File: src/rtl/serial_subtractor.sv
// serial_subtractor: bit-serial unsigned subtractor, LSB-first, one bit per clock.
// Ports: clk_in/rst_in (sync, active-high), start_in + a_in/b_in operands,
//        busy_out, done_out (1-cycle pulse), diff_out/borrow_out (held results).
// Optional macro SERIAL_SUB_OVERFLOW_EN adds overflow_out (signed overflow flag).
// Latency: start accepted at edge 0 -> done_out high after edge WIDTH; next start at WIDTH+2.
module serial_subtractor #(
  parameter int WIDTH = 8
) (
  input  logic             clk_in,
  input  logic             rst_in,
  input  logic             start_in,
  input  logic [WIDTH-1:0] a_in,
  input  logic [WIDTH-1:0] b_in,
  output logic             busy_out,
  output logic             done_out,
  output logic [WIDTH-1:0] diff_out,
  output logic             borrow_out
`ifdef SERIAL_SUB_OVERFLOW_EN
  ,
  output logic             overflow_out
`endif
);

  // Counter must be able to hold WIDTH itself so it never wraps.
  localparam int CNT_W = $clog2(WIDTH + 1);

  typedef enum logic [1:0] {
    S_IDLE  = 2'd0,
    S_SHIFT = 2'd1,
    S_DONE  = 2'd2
  } state_t;

  state_t             state_q, state_d;
  logic [WIDTH-1:0]   a_q, b_q;
  logic [WIDTH-2:0]   res_q;      // bits already produced, newest at the top
  logic               br_q;
  logic [CNT_W-1:0]   cnt_q;
  logic [WIDTH-1:0]   diff_q;
  logic               borrow_q;
`ifdef SERIAL_SUB_OVERFLOW_EN
  logic               ovf_q;
`endif

  logic               last_bit;
  logic               bit_d;
  logic               br_nxt;
  logic [WIDTH-1:0]   acc;

  assign last_bit = (cnt_q == CNT_W'(WIDTH - 1));

  // One full-subtractor stage on the current LSBs.
  assign bit_d  = a_q[0] ^ b_q[0] ^ br_q;
  assign br_nxt = (~a_q[0] & b_q[0]) | (~(a_q[0] ^ b_q[0]) & br_q);
  // On the final bit this is the complete difference; otherwise its upper
  // WIDTH-1 bits are the shifted partial result.
  assign acc    = {bit_d, res_q};

  // State register
  always_ff @(posedge clk_in) begin
    if (rst_in) begin
      state_q <= S_IDLE;
    end else begin
      state_q <= state_d;
    end
  end

  // Next-state logic
  always_comb begin
    state_d = state_q;
    case (state_q)
      S_IDLE:  if (start_in) state_d = S_SHIFT;
      S_SHIFT: if (last_bit) state_d = S_DONE;
      S_DONE:  state_d = S_IDLE;
      default: state_d = S_IDLE;
    endcase
  end

  // Output logic
  always_comb begin
    busy_out = 1'b0;
    done_out = 1'b0;
    case (state_q)
      S_SHIFT: busy_out = 1'b1;
      S_DONE:  done_out = 1'b1;
      default: ;
    endcase
  end

  // Datapath
  always_ff @(posedge clk_in) begin
    if (rst_in) begin
      a_q      <= '0;
      b_q      <= '0;
      res_q    <= '0;
      br_q     <= 1'b0;
      cnt_q    <= '0;
      diff_q   <= '0;
      borrow_q <= 1'b0;
`ifdef SERIAL_SUB_OVERFLOW_EN
      ovf_q    <= 1'b0;
`endif
    end else begin
      case (state_q)
        S_IDLE: begin
          if (start_in) begin
            a_q   <= a_in;
            b_q   <= b_in;
            res_q <= '0;
            br_q  <= 1'b0;
            cnt_q <= '0;
          end
        end
        S_SHIFT: begin
          a_q   <= a_q >> 1;
          b_q   <= b_q >> 1;
          res_q <= acc[WIDTH-1:1];
          br_q  <= br_nxt;
          cnt_q <= cnt_q + CNT_W'(1);
          // Visible results change only once the whole word is known.
          if (last_bit) begin
            diff_q   <= acc;
            borrow_q <= br_nxt;
`ifdef SERIAL_SUB_OVERFLOW_EN
            // On the last bit a_q[0]/b_q[0] are the original sign bits.
            ovf_q    <= (a_q[0] ^ b_q[0]) & (bit_d ^ a_q[0]);
`endif
          end
        end
        default: ;
      endcase
    end
  end

  assign diff_out   = diff_q;
  assign borrow_out = borrow_q;
`ifdef SERIAL_SUB_OVERFLOW_EN
  assign overflow_out = ovf_q;
`endif

endmodule

File: config.mk
export PLATFORM = sky130hd
export DESIGN_NAME = serial_subtractor
export DESIGN_NICKNAME = d
export VERILOG_FILES = /design/src/rtl/serial_subtractor.sv
export SDC_FILE = /design/constraint.sdc
export NUM_CORES = 1
export LEC_CHECK = 0
export BUFFER_PORTS_ARGS = -buffer_cell sky130_fd_sc_hd__buf_2
export CAP_MARGIN = 10
export CORE_UTILIZATION = 50
export DETAILED_ROUTE_END_ITERATION = 12
export HOLD_SLACK_MARGIN = 0.05
export PLACE_DENSITY = 0.68
export SETUP_SLACK_MARGIN = 0.2
export SKIP_LAST_GASP = 1
export SLEW_MARGIN = 10
export SYNTH_ARGS = -nofsm -noshare
export SYNTH_HDL_FRONTEND = slang
export SYNTH_SLANG_ARGS = --single-unit
File: constraint.sdc
create_clock -name clk_in -period 1.45 [get_ports clk_in]
set_input_delay 0.0725 -clock clk_in [delete_from_list [all_inputs] [get_ports clk_in]]
set_output_delay 0.0725 -clock clk_in [all_outputs]
set_load 0.05 [all_outputs]
==> impl_metrics.prom, run 1 <==
# TYPE chip_impl_metric gauge
chip_impl_info{name="critical_path.startpoint_type",value="register"} 1
chip_impl_info{name="final_cell_mix",value="34 x a21oi_1, 32 x dfxtp_1, 31 x nor2_1, 28 x buf_2, 18 x buf_4"} 1
chip_impl_metric{name="share_comb_of_total_power",unit=""} 0.163
chip_impl_metric{name="syn-mean-instance-area",unit="sq um"} 8.355
chip_impl_info{name="most_frequent_standard_cell_in_the_layout_excluding_fill_and_tap_cells",value="a21oi_1"} 1
chip_impl_metric{name="finalNetCount",unit=""} 281
chip_impl_metric{name="clock_skew",unit="ns"} 0.01203
chip_impl_metric{name="power.switching",unit="mW"} 0.5916
chip_impl_info{name="synth_ff_type",value="dfxtp_1"} 1
chip_impl_metric{name="pwr_density_cell",unit="nW/um^2"} 895.8
chip_impl_metric{name="cts_made_buffers",unit=""} 5
chip_impl_metric{name="gpl.final_weighted_congestion",unit=""} 0.7726
chip_impl_metric{name="finalPower",unit="mW"} 2.160
chip_impl_info{name="worstSetupPathType",value="reg -> reg"} 1
chip_impl_metric{name="fin_crit",unit="ns"} 1.275
chip_impl_metric{name="hold_viol_final",unit=""} 0
chip_impl_metric{name="final_area",unit="sq um"} 2411
chip_impl_info{name="clockRootBuffer",value="clkbuf_4"} 1
chip_impl_metric{name="vias",unit=""} 1779
chip_impl_metric{name="die_area",unit="sq um"} 3819
chip_impl_metric{name="number_of_standard_cells_after_synthesis",unit=""} 214
chip_impl_metric{name="final_critical_path_setup_slack",unit="ns"} 0.1749
chip_impl_metric{name="timing.fmax",unit="MHz"} 784.3
chip_impl_metric{name="insertion_delay",unit="ns"} 0.36
chip_impl_metric{name="setup_total_negative_slack",unit="ns"} 0
chip_impl_metric{name="detailed_place_hpwl",unit="um"} 2718
chip_impl_metric{name="power.static_leakage",unit="nW"} 0.9667
chip_impl_metric{name="h-tree-depth",unit=""} 2
chip_impl_metric{name="global_route_congestion_overflow_total",unit=""} 0
chip_impl_metric{name="area_after_dpl",unit="sq um"} 1992
chip_impl_metric{name="worst-endpoint-required",unit="ns"} 1.69
chip_impl_metric{name="p_sw_frac",unit=""} 0.2739
chip_impl_metric{name="drt_first_iter_violations",unit=""} 151
chip_impl_info{name="path_cells",value="inv_2, fa_1, a22oi_2, nor2_1"} 1
chip_impl_metric{name="worst_hold_slack",unit="ns"} 0.07404
chip_impl_metric{name="met2_length",unit="um"} 2413
chip_impl_info{name="critical_path.slowest_cell",value="fa_1"} 1
chip_impl_metric{name="port-buffer-count",unit=""} 29
chip_impl_metric{name="slowest_delay",unit="ns"} 0.50
chip_impl_info{name="status",value="finished, final reports clean"} 1
chip_impl_metric{name="met3RoutedLength",unit="um"} 265
chip_impl_metric{name="worst-endpoint-arrival",unit="ns"} 1.52
chip_impl_metric{name="number_of_enable_flip_flop_cells_after_synthesis",unit=""} 0
chip_impl_metric{name="area_growth_syn_to_layout",unit="%"} 34.85
chip_impl_metric{name="critPathMaxFanout",unit=""} 2
chip_impl_metric{name="core-area",unit="sq um"} 3390
chip_impl_metric{name="cell_area_after_synthesis",unit="sq um"} 1788
chip_impl_metric{name="proportion_of_power_drawn_by_flip_flops_and_latches",unit=""} 0.537
chip_impl_metric{name="pin_count_of_the_biggest_net_entering_global_routing",unit=""} 24
chip_impl_metric{name="row_count",unit=""} 21
chip_impl_metric{name="drt_pass1_iterations",unit=""} 4
chip_impl_metric{name="die-width",unit="um"} 61.80
chip_impl_metric{name="drt_wl_total",unit="um"} 4863
chip_impl_info{name="top_signal_layer_used",value="met4"} 1
chip_impl_metric{name="route.detailed.wl_per_inst",unit="um"} 15.84
chip_impl_metric{name="diodes",unit=""} 0
chip_impl_metric{name="die_height",unit="um"} 61.80
chip_impl_metric{name="global_route.usage.total",unit=""} 0.2445
chip_impl_info{name="grt_setup_unrepaired",value="yes"} 1
chip_impl_metric{name="drt.antenna.violating_nets",unit=""} 0
chip_impl_info{name="cts_tree",value="done"} 1
chip_impl_info{name="end_kind",value="register"} 1
chip_impl_metric{name="syn_nets",unit=""} 235
chip_impl_metric{name="antenna_violations_before_repair",unit=""} 0
chip_impl_metric{name="yosysWarningCount",unit=""} 0
chip_impl_metric{name="maxCapViolCount",unit=""} 0
chip_impl_metric{name="slew_headroom",unit=""} 0.7020
chip_impl_metric{name="deepest_clock_path_buffer_count",unit=""} 2
chip_impl_metric{name="post_route_cells_drive_above_1_share",unit=""} 0.4100
chip_impl_metric{name="worst_pin_slew",unit="ns"} 0.4471
chip_impl_metric{name="global_route_wire_length_before_repair",unit="um"} 6651
chip_impl_metric{name="p_int",unit="mW"} 1.568
chip_impl_metric{name="yosys_register_bits",unit=""} 39
chip_impl_metric{name="grt_pass1_vias",unit=""} 1470
chip_impl_metric{name="post_synth_num_cell_types",unit=""} 30
chip_impl_metric{name="power.clock.fraction",unit=""} 0.300
chip_impl_metric{name="drc",unit=""} 0
chip_impl_metric{name="timing.final.setup_violations",unit=""} 0
chip_impl_info{name="timing.hold.worst.class",value="in -> reg"} 1
chip_impl_metric{name="cts.sinks",unit=""} 39
chip_impl_metric{name="initial_core_utilization",unit=""} 0.5275
chip_impl_metric{name="placement.setup.worst_slack",unit="ns"} 0.05097
chip_impl_metric{name="io_pins",unit=""} 30
chip_impl_metric{name="viasPerCell",unit=""} 5.795
chip_impl_metric{name="wl_met1",unit="um"} 2070
chip_impl_metric{name="max_slew_violation_total_from_the_final_report",unit=""} 0
chip_impl_metric{name="ir_drop",unit="mV"} 0.6257
chip_impl_metric{name="synth.yosys.seq_area_share",unit=""} 0.4367
chip_impl_metric{name="min_period_over_period",unit=""} 0.8794
chip_impl_metric{name="async_flop_share",unit=""} 0
chip_impl_metric{name="clk_pin_slew_worst_paths",unit="ns"} 0.12
## critical path: cells and delay by family (launching register included)
kind / cells / cell delay, ns
DFF: 1 / 0.35
adders and majority gates: 1 / 0.50
buffers and inverters: 1 / 0.04
and+or+nand+nor: 1 / 0.07
AOI/OAI and AO/OA: 1 / 0.19
## final cells by class
cell class / instances / area (sq um)
Timing Repair inverter: 2 / 15.01
Inverter: 17 / 71.32
Multi-Input combinational cell: 139 / 958.4
Timing Repair Buffer: 56 / 440.4
Sequential cell: 39 / 799.5
Fill cell: 247 / 978.4
Clock buffer: 8 / 68.82
Tap cell: 46 / 57.56
## flip-flops by register name (all words and copies together), names as in the netlist
name	count
a_q	8
cnt_q	4
state_q	2
br_q	1
b_q	8
res_q	7
diff_out	8
borrow_out	1
## through the flow
stage | utilization | cells
global placement | 0.5877 | 282
CTS | 0.6681 | 301
detailed placement | 0.5877 | 282
global route | 0.7113 | 307
finish | 0.7113 | 307
floorplan | - | 214
## cells in the mapped netlist (2+ instances only)
| cell | number | share of area |
|---|---|---|
| o31ai_1 | 8 | 0.034 |
| a211oi_1 | 2 | 0.0084 |
| nor2b_1 | 5 | 0.017 |
| a21oi_1 | 38 | 0.11 |
| dfxtp_1 | 39 | 0.44 |
| clkbuf_1 | 7 | 0.015 |
| o221a_2 | 13 | 0.082 |
| buf_2 | 10 | 0.028 |
| nand2b_1 | 2 | 0.0070 |
| o22a_1 | 3 | 0.015 |
| inv_1 | 16 | 0.034 |
| nor2_1 | 31 | 0.065 |
| a22oi_1 | 8 | 0.034 |
| o22ai_1 | 2 | 0.0070 |
| buf_4 | 3 | 0.013 |
| nand2_1 | 4 | 0.0084 |
| nand3_1 | 10 | 0.028 |
## path summary, 6_finish.rpt
| kind | start | to | slack (ns) | cells after the start |
|---|---|---|---|---|
| min | a_in[6] | a_q[6] | 0.07 | 4 |
| min reg2reg | diff_out[3] | diff_out[3] | 0.48 | 2 |
| max reg2reg | br_q | res_q[6] | 0.17 | 4 |
| max | br_q | res_q[6] | 0.17 | 4 |
## power groups by stage
| stage | Combinational, mW | Clock (mW) | Sequential (mW) |
|---|---|---|---|
| floorplan | 0.205 | 0 | 1.17 |
| global placement | 0.261 | 0 | 1.17 |
| detailed placement | 0.274 | 0 | 1.18 |
| CTS | 0.311 | 0.653 | 1.16 |
| global route | 0.380 | 0.704 | 1.17 |
| finish | 0.353 | 0.648 | 1.16 |
## metal layers
metal  vias to the layer above  track usage
li1                        857            -
met1                       841       0.3128
met2                        70       0.3978
met3                        11      0.04969
met4                         0       0.1111
met5                         -            0
## timing repair
| item | CTS | global route |
|---|---|---|
| gates resized for setup | 30 | 23 |
| setup buffers | 5 | 4 |
| setup endpoints to repair | 16 | 19 |
| hold buffers | 2 | 0 |
| gates cloned | 4 | 2 |
| hold endpoints to repair | 2 | 0 |
| pin swaps | 1 | 4 |
## cells by family (layout without fill, tap and decap cells)
| logic type | Yosys count | count (layout) | share of synthesized area |
|---|---|---|---|
| flops | 39 | 39 | 0.4367 |
| mux | 1 | 1 | 0.005599 |
| fa+ha+maj | 2 | 2 | 0.01819 |
| simple gates | 56 | 57 | 0.1414 |
| compound gates | 79 | 79 | 0.3072 |
| buf+inv | 37 | 83 | 0.09097 |
No activity file was read; power rests on OpenSTA's default activity.
==> inputs of run 2 (changes only) <==
--- a/config.mk
+++ b/config.mk
@@ -7,10 +7,11 @@
 export LEC_CHECK = 0
 export BUFFER_PORTS_ARGS = -buffer_cell sky130_fd_sc_hd__buf_2
 export CAP_MARGIN = 10
-export CORE_UTILIZATION = 50
+export CORE_MARGIN = 4
+export CORE_UTILIZATION = 49
 export DETAILED_ROUTE_END_ITERATION = 12
 export HOLD_SLACK_MARGIN = 0.05
-export PLACE_DENSITY = 0.68
+export PLACE_DENSITY = 0.7
 export SETUP_SLACK_MARGIN = 0.2
 export SKIP_LAST_GASP = 1
 export SLEW_MARGIN = 10
==> constraint.sdc (replaced) <==
create_clock -name clk_in -period 1.1 [get_ports clk_in]
set_input_delay 0.055 -clock clk_in [delete_from_list [all_inputs] [get_ports clk_in]]
set_output_delay 0.055 -clock clk_in [all_outputs]
set_load 0.05 [all_outputs]
==> run 2 against run 1 <==
  * The flow now finishes with violations (negative setup slack)
  * Routed wire length up 31%
  * Via count up 10%
  * Combinational power up 110%
  * Core utilization up 17 points
  * Hold slack better by 0.070 ns
  * Sequential power up 33%
  * Power up 49%
  * Critical path type unchanged
  * Largest cell class unchanged
  * Highest routed layer unchanged
==> impl_metrics.prom, run 2 (synthesis gave the netlist of run 1 again) <==
# TYPE chip_impl_metric gauge
chip_impl_metric{name="global_route.usage.total",unit=""} 0.2621
chip_impl_metric{name="slew_headroom",unit=""} 0.6735
chip_impl_metric{name="min_period_over_period",unit=""} 1.159
chip_impl_metric{name="fillcell_total",unit=""} 153
chip_impl_metric{name="hold_viol_final",unit=""} 0
chip_impl_metric{name="row_count",unit=""} 21
chip_impl_metric{name="die_area",unit="sq um"} 4679
chip_impl_info{name="end_kind",value="register"} 1
chip_impl_info{name="path_delay_family",value="flip-flops"} 1
chip_impl_metric{name="worst-endpoint-arrival",unit="ns"} 1.45
chip_impl_metric{name="clk_pin_slew_worst_paths",unit="ns"} 0.07
chip_impl_metric{name="power.switching",unit="mW"} 0.9299
chip_impl_metric{name="antenna_violations_before_repair",unit=""} 0
chip_impl_metric{name="worst_hold_slack",unit="ns"} 0.1444
chip_impl_metric{name="area_growth_syn_to_layout",unit="%"} 70.19
chip_impl_metric{name="proportion_of_power_drawn_by_flip_flops_and_latches",unit=""} 0.478
chip_impl_metric{name="drt.antenna.violating_nets",unit=""} 0
chip_impl_info{name="worstSetupPathType",value="reg -> reg"} 1
chip_impl_metric{name="diodes",unit=""} 0
chip_impl_metric{name="h-tree-depth",unit=""} 2
chip_impl_metric{name="post_route_cells_drive_above_1_share",unit=""} 0.5836
chip_impl_metric{name="timing.final.setup_violations",unit=""} 37
chip_impl_metric{name="global_route_congestion_overflow_total",unit=""} 0
chip_impl_info{name="timing.hold.worst.class",value="in -> reg"} 1
chip_impl_metric{name="timing.fmax",unit="MHz"} 784.4
chip_impl_metric{name="ir_drop",unit="mV"} 0.7824
chip_impl_metric{name="viasPerCell",unit=""} 5.985
chip_impl_info{name="path_cells",value="nand2b_4, buf_4, o31ai_2, a21oi_1"} 1
chip_impl_metric{name="worst_pin_slew",unit="ns"} 0.4897
chip_impl_metric{name="die-width",unit="um"} 68.41
chip_impl_metric{name="finalNetCount",unit=""} 301
chip_impl_metric{name="maxCapViolCount",unit=""} 0
chip_impl_metric{name="vias",unit=""} 1957
chip_impl_metric{name="max_slew_violation_total_from_the_final_report",unit=""} 0
chip_impl_info{name="critical_path.startpoint_type",value="register"} 1
chip_impl_metric{name="area.sequential",unit="sq um"} 807.0
chip_impl_metric{name="io_pins",unit=""} 30
chip_impl_metric{name="worst_r2r_path_depth",unit=""} 4
chip_impl_metric{name="detailed_place_hpwl",unit="um"} 3122
chip_impl_info{name="critical_path.slowest_cell",value="dfxtp_4"} 1
chip_impl_metric{name="die_height",unit="um"} 68.41
chip_impl_metric{name="slowest_delay",unit="ns"} 0.39
chip_impl_metric{name="share_comb_of_total_power",unit=""} 0.226
chip_impl_metric{name="p_sw_frac",unit=""} 0.2882
chip_impl_info{name="cts_tree",value="done"} 1
chip_impl_metric{name="multi_input_logic_area",unit="sq um"} 1284
chip_impl_metric{name="grt_pass1_vias",unit=""} 1885
chip_impl_metric{name="pwr_density_cell",unit="nW/um^2"} 1060
chip_impl_info{name="status",value="finished with violations"} 1
chip_impl_info{name="grt_setup_unrepaired",value="yes"} 1
chip_impl_metric{name="regToRegSetupSlack",unit="ns"} -0.17
chip_impl_info{name="clockRootBuffer",value="clkbuf_8"} 1
chip_impl_metric{name="drc",unit=""} 0
chip_impl_metric{name="p_int",unit="mW"} 2.297
chip_impl_metric{name="cts.sinks",unit=""} 39
chip_impl_metric{name="core-area",unit="sq um"} 3442
chip_impl_metric{name="power.clock.fraction",unit=""} 0.296
chip_impl_metric{name="insertion_delay",unit="ns"} 0.30
chip_impl_metric{name="cts_made_buffers",unit=""} 5
chip_impl_info{name="failed_checks",value="negative setup slack"} 1
chip_impl_metric{name="deepest_clock_path_buffer_count",unit=""} 2
chip_impl_metric{name="clock_skew",unit="ns"} 0.005755
chip_impl_metric{name="critPathMaxFanout",unit=""} 7
chip_impl_metric{name="hold-path-cell-count",unit=""} 4
chip_impl_metric{name="critPathBufInv",unit=""} 1
chip_impl_metric{name="final_critical_path_setup_slack",unit="ns"} -0.1748
chip_impl_metric{name="layout.cells.non_filler",unit=""} 327
chip_impl_metric{name="initial_core_utilization",unit=""} 0.5194
chip_impl_metric{name="place_inst",unit=""} 297
chip_impl_info{name="final_cell_mix",value="29 x nor2_1, 29 x buf_4, 28 x a21oi_1, 24 x dfxtp_1, 18 x buf_2"} 1
chip_impl_metric{name="drt_first_iter_violations",unit=""} 158
chip_impl_metric{name="global_route_wire_length_before_repair",unit="um"} 8970
chip_impl_metric{name="gpl.final_weighted_congestion",unit=""} 0.7796
chip_impl_metric{name="port-buffer-count",unit=""} 29
chip_impl_metric{name="worst-endpoint-required",unit="ns"} 1.28
chip_impl_metric{name="drt_pass1_iterations",unit=""} 4
chip_impl_metric{name="route.detailed.wl_per_inst",unit="um"} 19.45
chip_impl_metric{name="critical_path_depth",unit=""} 4
chip_impl_metric{name="pin_count_of_the_biggest_net_entering_global_routing",unit=""} 24
chip_impl_metric{name="drt_wl_total",unit="um"} 6360
chip_impl_metric{name="power.static_leakage",unit="nW"} 1.213
chip_impl_metric{name="fin_crit",unit="ns"} 1.275
[run 2: per-layer routing]
layer,global-route usage,share of wire,vias to the layer above
met1,0.3011,0.41,951
met2,0.4362,0.49,78
met3,0.07225,0.061,28
met4,0.1414,0.040,0
li1,-,-,900
met5,0,0,-
[run 2: metrics by stage]
stage / utilization / cell area, sq um / setup slack [ns] / power, mW / setup TNS, ns
2_1_floorplan: - / 2127 / -0.05104 / 1.949 / -0.09056
3_3_place_gp: 0.7012 / 2414 / -0.05502 / 2.059 / -0.3800
3_5_place_dp: 0.7012 / 2414 / -0.09441 / 2.086 / -1.037
4_1_cts: 0.8132 / 2799 / -0.1004 / 3.115 / -1.622
5_1_grt: 0.8840 / 3043 / -0.1820 / 3.342 / -3.935
6_report: 0.8840 / 3043 / -0.1748 / 3.227 / -2.930
[run 2: final cells by class]
type,instances,share of cell area
Clock buffer,7,0.02508
Clock inverter,1,0.001645
Inverter,17,0.02344
Multi-Input combinational cell,139,0.4219
Sequential cell,39,0.2652
Tap cell,46,0.01891
Timing Repair Buffer,77,0.2418
Timing Repair inverter,1,0.002056
[run 2: worst reg2reg max path, delay by kind of cell, from the launching register on]
kind | cells | cell delay [ns]
flip-flops | 1 | 0.39
AO/OA/AOI/OAI | 2 | 0.34
buffers and inverters | 1 | 0.21
AND/OR/NAND/NOR | 1 | 0.23
[run 2: repair_timing]
action	4_1_cts	5_1_grt
setup buffers	12	5
gates resized for setup	42	46
gates cloned	3	0
hold buffers	2	0
pin swaps	10	12
endpoints found under the hold margin	2	0
setup endpoints to repair	50	48
[run 2: power by group through the flow]
stage	Combinational, mW	Clock [mW]	Sequential [mW]
6_report	0.729	0.957	1.54
3_3_place_gp	0.495	0	1.56
2_1_floorplan	0.392	0	1.56
3_5_place_dp	0.518	0	1.57
4_1_cts	0.631	0.947	1.54
5_1_grt	0.769	1.03	1.55
[run 2: final timing paths]
check	startpoint	end
max	state_q[1]	diff_out[5]
min reg2reg	diff_out[7]	diff_out[7]
max reg2reg	state_q[1]	diff_out[5]
min	a_in[6]	a_q[6]
==> inputs of run 3 (changes only) <==
--- a/config.mk
+++ b/config.mk
@@ -18,3 +18,4 @@
 export SYNTH_ARGS = -nofsm -noshare
 export SYNTH_HDL_FRONTEND = slang
 export SYNTH_SLANG_ARGS = --single-unit
+export TNS_END_PERCENT = 10
==> run 3 against run 2 <==
  * Count of clock-buffer cells in the layout decreased by 2
  * Sequential cell count unchanged
  * Die area unchanged
  * Global-route usage decreased by 5.0 points
  * Sequential power about the same
  * The run still ends with negative setup slack left
  * Critical path type unchanged
  * Combinational power decreased by 34%
  * Critical endpoint is now state_q[0]
  * Cell count decreased by 8.0%
  * Clock power decreased by 3.1%
  * First-iteration DRC count decreased by 7.6%
  * Cell area decreased by 22%
  * Largest power group unchanged
  * Highest routed layer unchanged
==> impl_metrics.prom, run 3 (synthesis gave the netlist of run 1 again) <==
# TYPE chip_impl_metric gauge
chip_impl_metric{name="viasPerCell",unit=""} 5.628
chip_impl_metric{name="critPathMaxFanout",unit=""} 9
chip_impl_metric{name="clock_skew",unit="ns"} 0.005354
chip_impl_info{name="timing.hold.worst.class",value="in -> reg"} 1
chip_impl_metric{name="power.static_leakage",unit="nW"} 0.9587
chip_impl_metric{name="cts_made_buffers",unit=""} 5
chip_impl_metric{name="cts.sinks",unit=""} 39
chip_impl_metric{name="core-area",unit="sq um"} 3442
chip_impl_metric{name="grt_pass1_vias",unit=""} 1639
chip_impl_metric{name="pin_count_of_the_biggest_net_entering_global_routing",unit=""} 29
chip_impl_metric{name="grt_util_met1",unit=""} 0.2381
chip_impl_metric{name="gpl.final_weighted_congestion",unit=""} 0.7667
chip_impl_metric{name="worst_pin_slew",unit="ns"} 0.3104
chip_impl_metric{name="global_route_congestion_overflow_total",unit=""} 0
chip_impl_metric{name="insertion_delay",unit="ns"} 0.29
chip_impl_metric{name="global_routing_met2_resource_utilization",unit=""} 0.3850
chip_impl_info{name="failed_checks",value="negative setup slack"} 1
chip_impl_metric{name="area.sequential",unit="sq um"} 792.0
chip_impl_info{name="busiest_layer",value="met2"} 1
chip_impl_metric{name="drt_pass1_iterations",unit=""} 4
chip_impl_metric{name="layout.cells.non_filler",unit=""} 301
chip_impl_metric{name="diodes",unit=""} 0
chip_impl_metric{name="port-buffer-count",unit=""} 29
chip_impl_info{name="clockRootBuffer",value="clkbuf_8"} 1
chip_impl_metric{name="antenna_violations_before_repair",unit=""} 0
chip_impl_info{name="grt_setup_unrepaired",value="yes"} 1
chip_impl_metric{name="place_inst",unit=""} 288
chip_impl_metric{name="row_count",unit=""} 21
chip_impl_metric{name="post_route_cells_drive_above_1_share",unit=""} 0.4039
chip_impl_metric{name="io_pins",unit=""} 30
chip_impl_metric{name="fillcell_total",unit=""} 279
chip_impl_metric{name="die_area",unit="sq um"} 4679
chip_impl_info{name="critical_path.slowest_cell",value="dfxtp_2"} 1
chip_impl_metric{name="worst-endpoint-required",unit="ns"} 1.30
chip_impl_metric{name="slowest_delay",unit="ns"} 0.34
chip_impl_info{name="end_kind",value="register"} 1
chip_impl_metric{name="timing.final.setup_violations",unit=""} 28
chip_impl_metric{name="drc",unit=""} 0
chip_impl_metric{name="detailed_place_hpwl",unit="um"} 2968
chip_impl_metric{name="finalPower",unit="mW"} 2.933
chip_impl_metric{name="grt_use_met3",unit=""} 0.05911
chip_impl_info{name="cts_tree",value="done"} 1
chip_impl_metric{name="die_height",unit="um"} 68.41
chip_impl_info{name="path_cells",value="ha_4, and3b_2, buf_12, a211oi_1"} 1
chip_impl_metric{name="slew_headroom",unit=""} 0.7931
chip_impl_metric{name="deepest_clock_path_buffer_count",unit=""} 2
chip_impl_metric{name="fin_crit",unit="ns"} 1.207
chip_impl_metric{name="min_period_over_period",unit=""} 1.097
chip_impl_metric{name="worst-endpoint-arrival",unit="ns"} 1.41
chip_impl_info{name="most_frequent_standard_cell_in_the_layout_excluding_fill_and_tap_cells",value="a21oi_1"} 1
chip_impl_metric{name="maxCapViolCount",unit=""} 0
chip_impl_metric{name="final_critical_path_setup_slack",unit="ns"} -0.1067
chip_impl_metric{name="vias",unit=""} 1694
chip_impl_metric{name="initial_core_utilization",unit=""} 0.5194
chip_impl_info{name="status",value="finished with violations"} 1
chip_impl_info{name="final_cell_mix",value="35 x a21oi_1, 32 x dfxtp_1, 31 x nor2_1, 27 x buf_2, 19 x buf_4"} 1
chip_impl_metric{name="drt_first_iter_violations",unit=""} 146
chip_impl_metric{name="global_route.usage.total",unit=""} 0.2122
chip_impl_info{name="worstSetupPathType",value="reg -> reg"} 1
chip_impl_metric{name="pwr_density_cell",unit="nW/um^2"} 1232
chip_impl_metric{name="area_growth_syn_to_layout",unit="%"} 33.17
chip_impl_metric{name="route.detailed.wl_per_inst",unit="um"} 15.02
chip_impl_metric{name="hold_viol_final",unit=""} 0
chip_impl_metric{name="drt_wl_total",unit="um"} 4520
chip_impl_metric{name="die-width",unit="um"} 68.41
chip_impl_metric{name="ir_drop",unit="mV"} 0.8736
chip_impl_metric{name="finalNetCount",unit=""} 276
chip_impl_metric{name="drt.antenna.violating_nets",unit=""} 0
chip_impl_metric{name="worst_hold_slack",unit="ns"} 0.05890
chip_impl_metric{name="timing.fmax",unit="MHz"} 828.7
chip_impl_metric{name="global_route_wire_length_before_repair",unit="um"} 7417
chip_impl_metric{name="h-tree-depth",unit=""} 2
chip_impl_metric{name="multi_input_logic_area",unit="sq um"} 950.9
chip_impl_info{name="critical_path.startpoint_type",value="register"} 1
chip_impl_metric{name="clk_pin_slew_worst_paths",unit="ns"} 0.07
chip_impl_metric{name="max_slew_violation_total_from_the_final_report",unit=""} 0
[run 3: changes by cell type in the layout (fill, tap and decap cells not counted), moves of 4 or more]
cell	previous run	this run
buf_6	16	1
o221a_2	0	13
o221a_4	13	0
buf_4	29	19
buf_2	18	27
dfxtp_1	24	32
a21oi_1	28	35
a21oi_2	10	3
o31ai_1	0	7
dfxtp_2	12	6
o31ai_4	5	0
buf_8	4	0
nand3_1	3	7
[run 3: final timing paths]
check | start | endpoint | slack [ns] | depth (start not counted)
max | cnt_q[1] | state_q[0] | -0.11 | 4
min | a_in[7] | a_q[7] | 0.06 | 3
max reg2reg | cnt_q[1] | state_q[0] | -0.11 | 4
min reg2reg | diff_out[6] | diff_out[6] | 0.47 | 2
[run 3: repair_timing]
item                                    CTS  global route
endpoints found under the hold margin     1             0
endpoints found under the setup margin   49            50
hold buffers                              1             0
cloned                                    1             0
setup buffers                             4             0
resized for setup                        14            12
pin swaps                                 1             6
[run 3: area by class of cell]
type                    instances  area share
repair buffers                 54      0.1813
clock inverters                 2    0.005780
inverters                      17     0.02785
clock buffers                   5     0.02890
multi-input cells             138      0.3994
flip-flops and latches         39      0.3326
well taps                      46     0.02417
[run 3: power breakdown]
group / internal, mW / switching [mW]
clock: 0.433 / 0.494
sequential: 1.47 / 0.0505
combinational: 0.244 / 0.238
[run 3: stage by stage]
step / worst slack (ns) / cell area [sq um] / TNS, ns / util
after floorplan: -0.05115 / 1877 / -0.4464 / -
after CTS: -0.1080 / 2325 / -2.228 / 0.6754
after detailed placement: -0.08889 / 2123 / -1.002 / 0.6169
after global placement: -0.07135 / 2123 / -0.3405 / 0.6169
after global routing: -0.1557 / 2381 / -3.735 / 0.6917
final: -0.1067 / 2381 / -1.825 / 0.6917
[run 3: metal layers]
layer	wire length, um	vias up
met5	0	-
met3	206	7
met4	52	0
li1	-	841
met2	2321	40
met1	1940	806
[run 3: critical path, delay by kind of cell (launching register included)]
kind | cells | cell delay, ns
DFF | 1 | 0.34
and+or+nand+nor | 1 | 0.24
AOI/OAI and AO/OA | 1 | 0.22
adders and majority gates | 1 | 0.16
buffers and inverters | 1 | 0.15
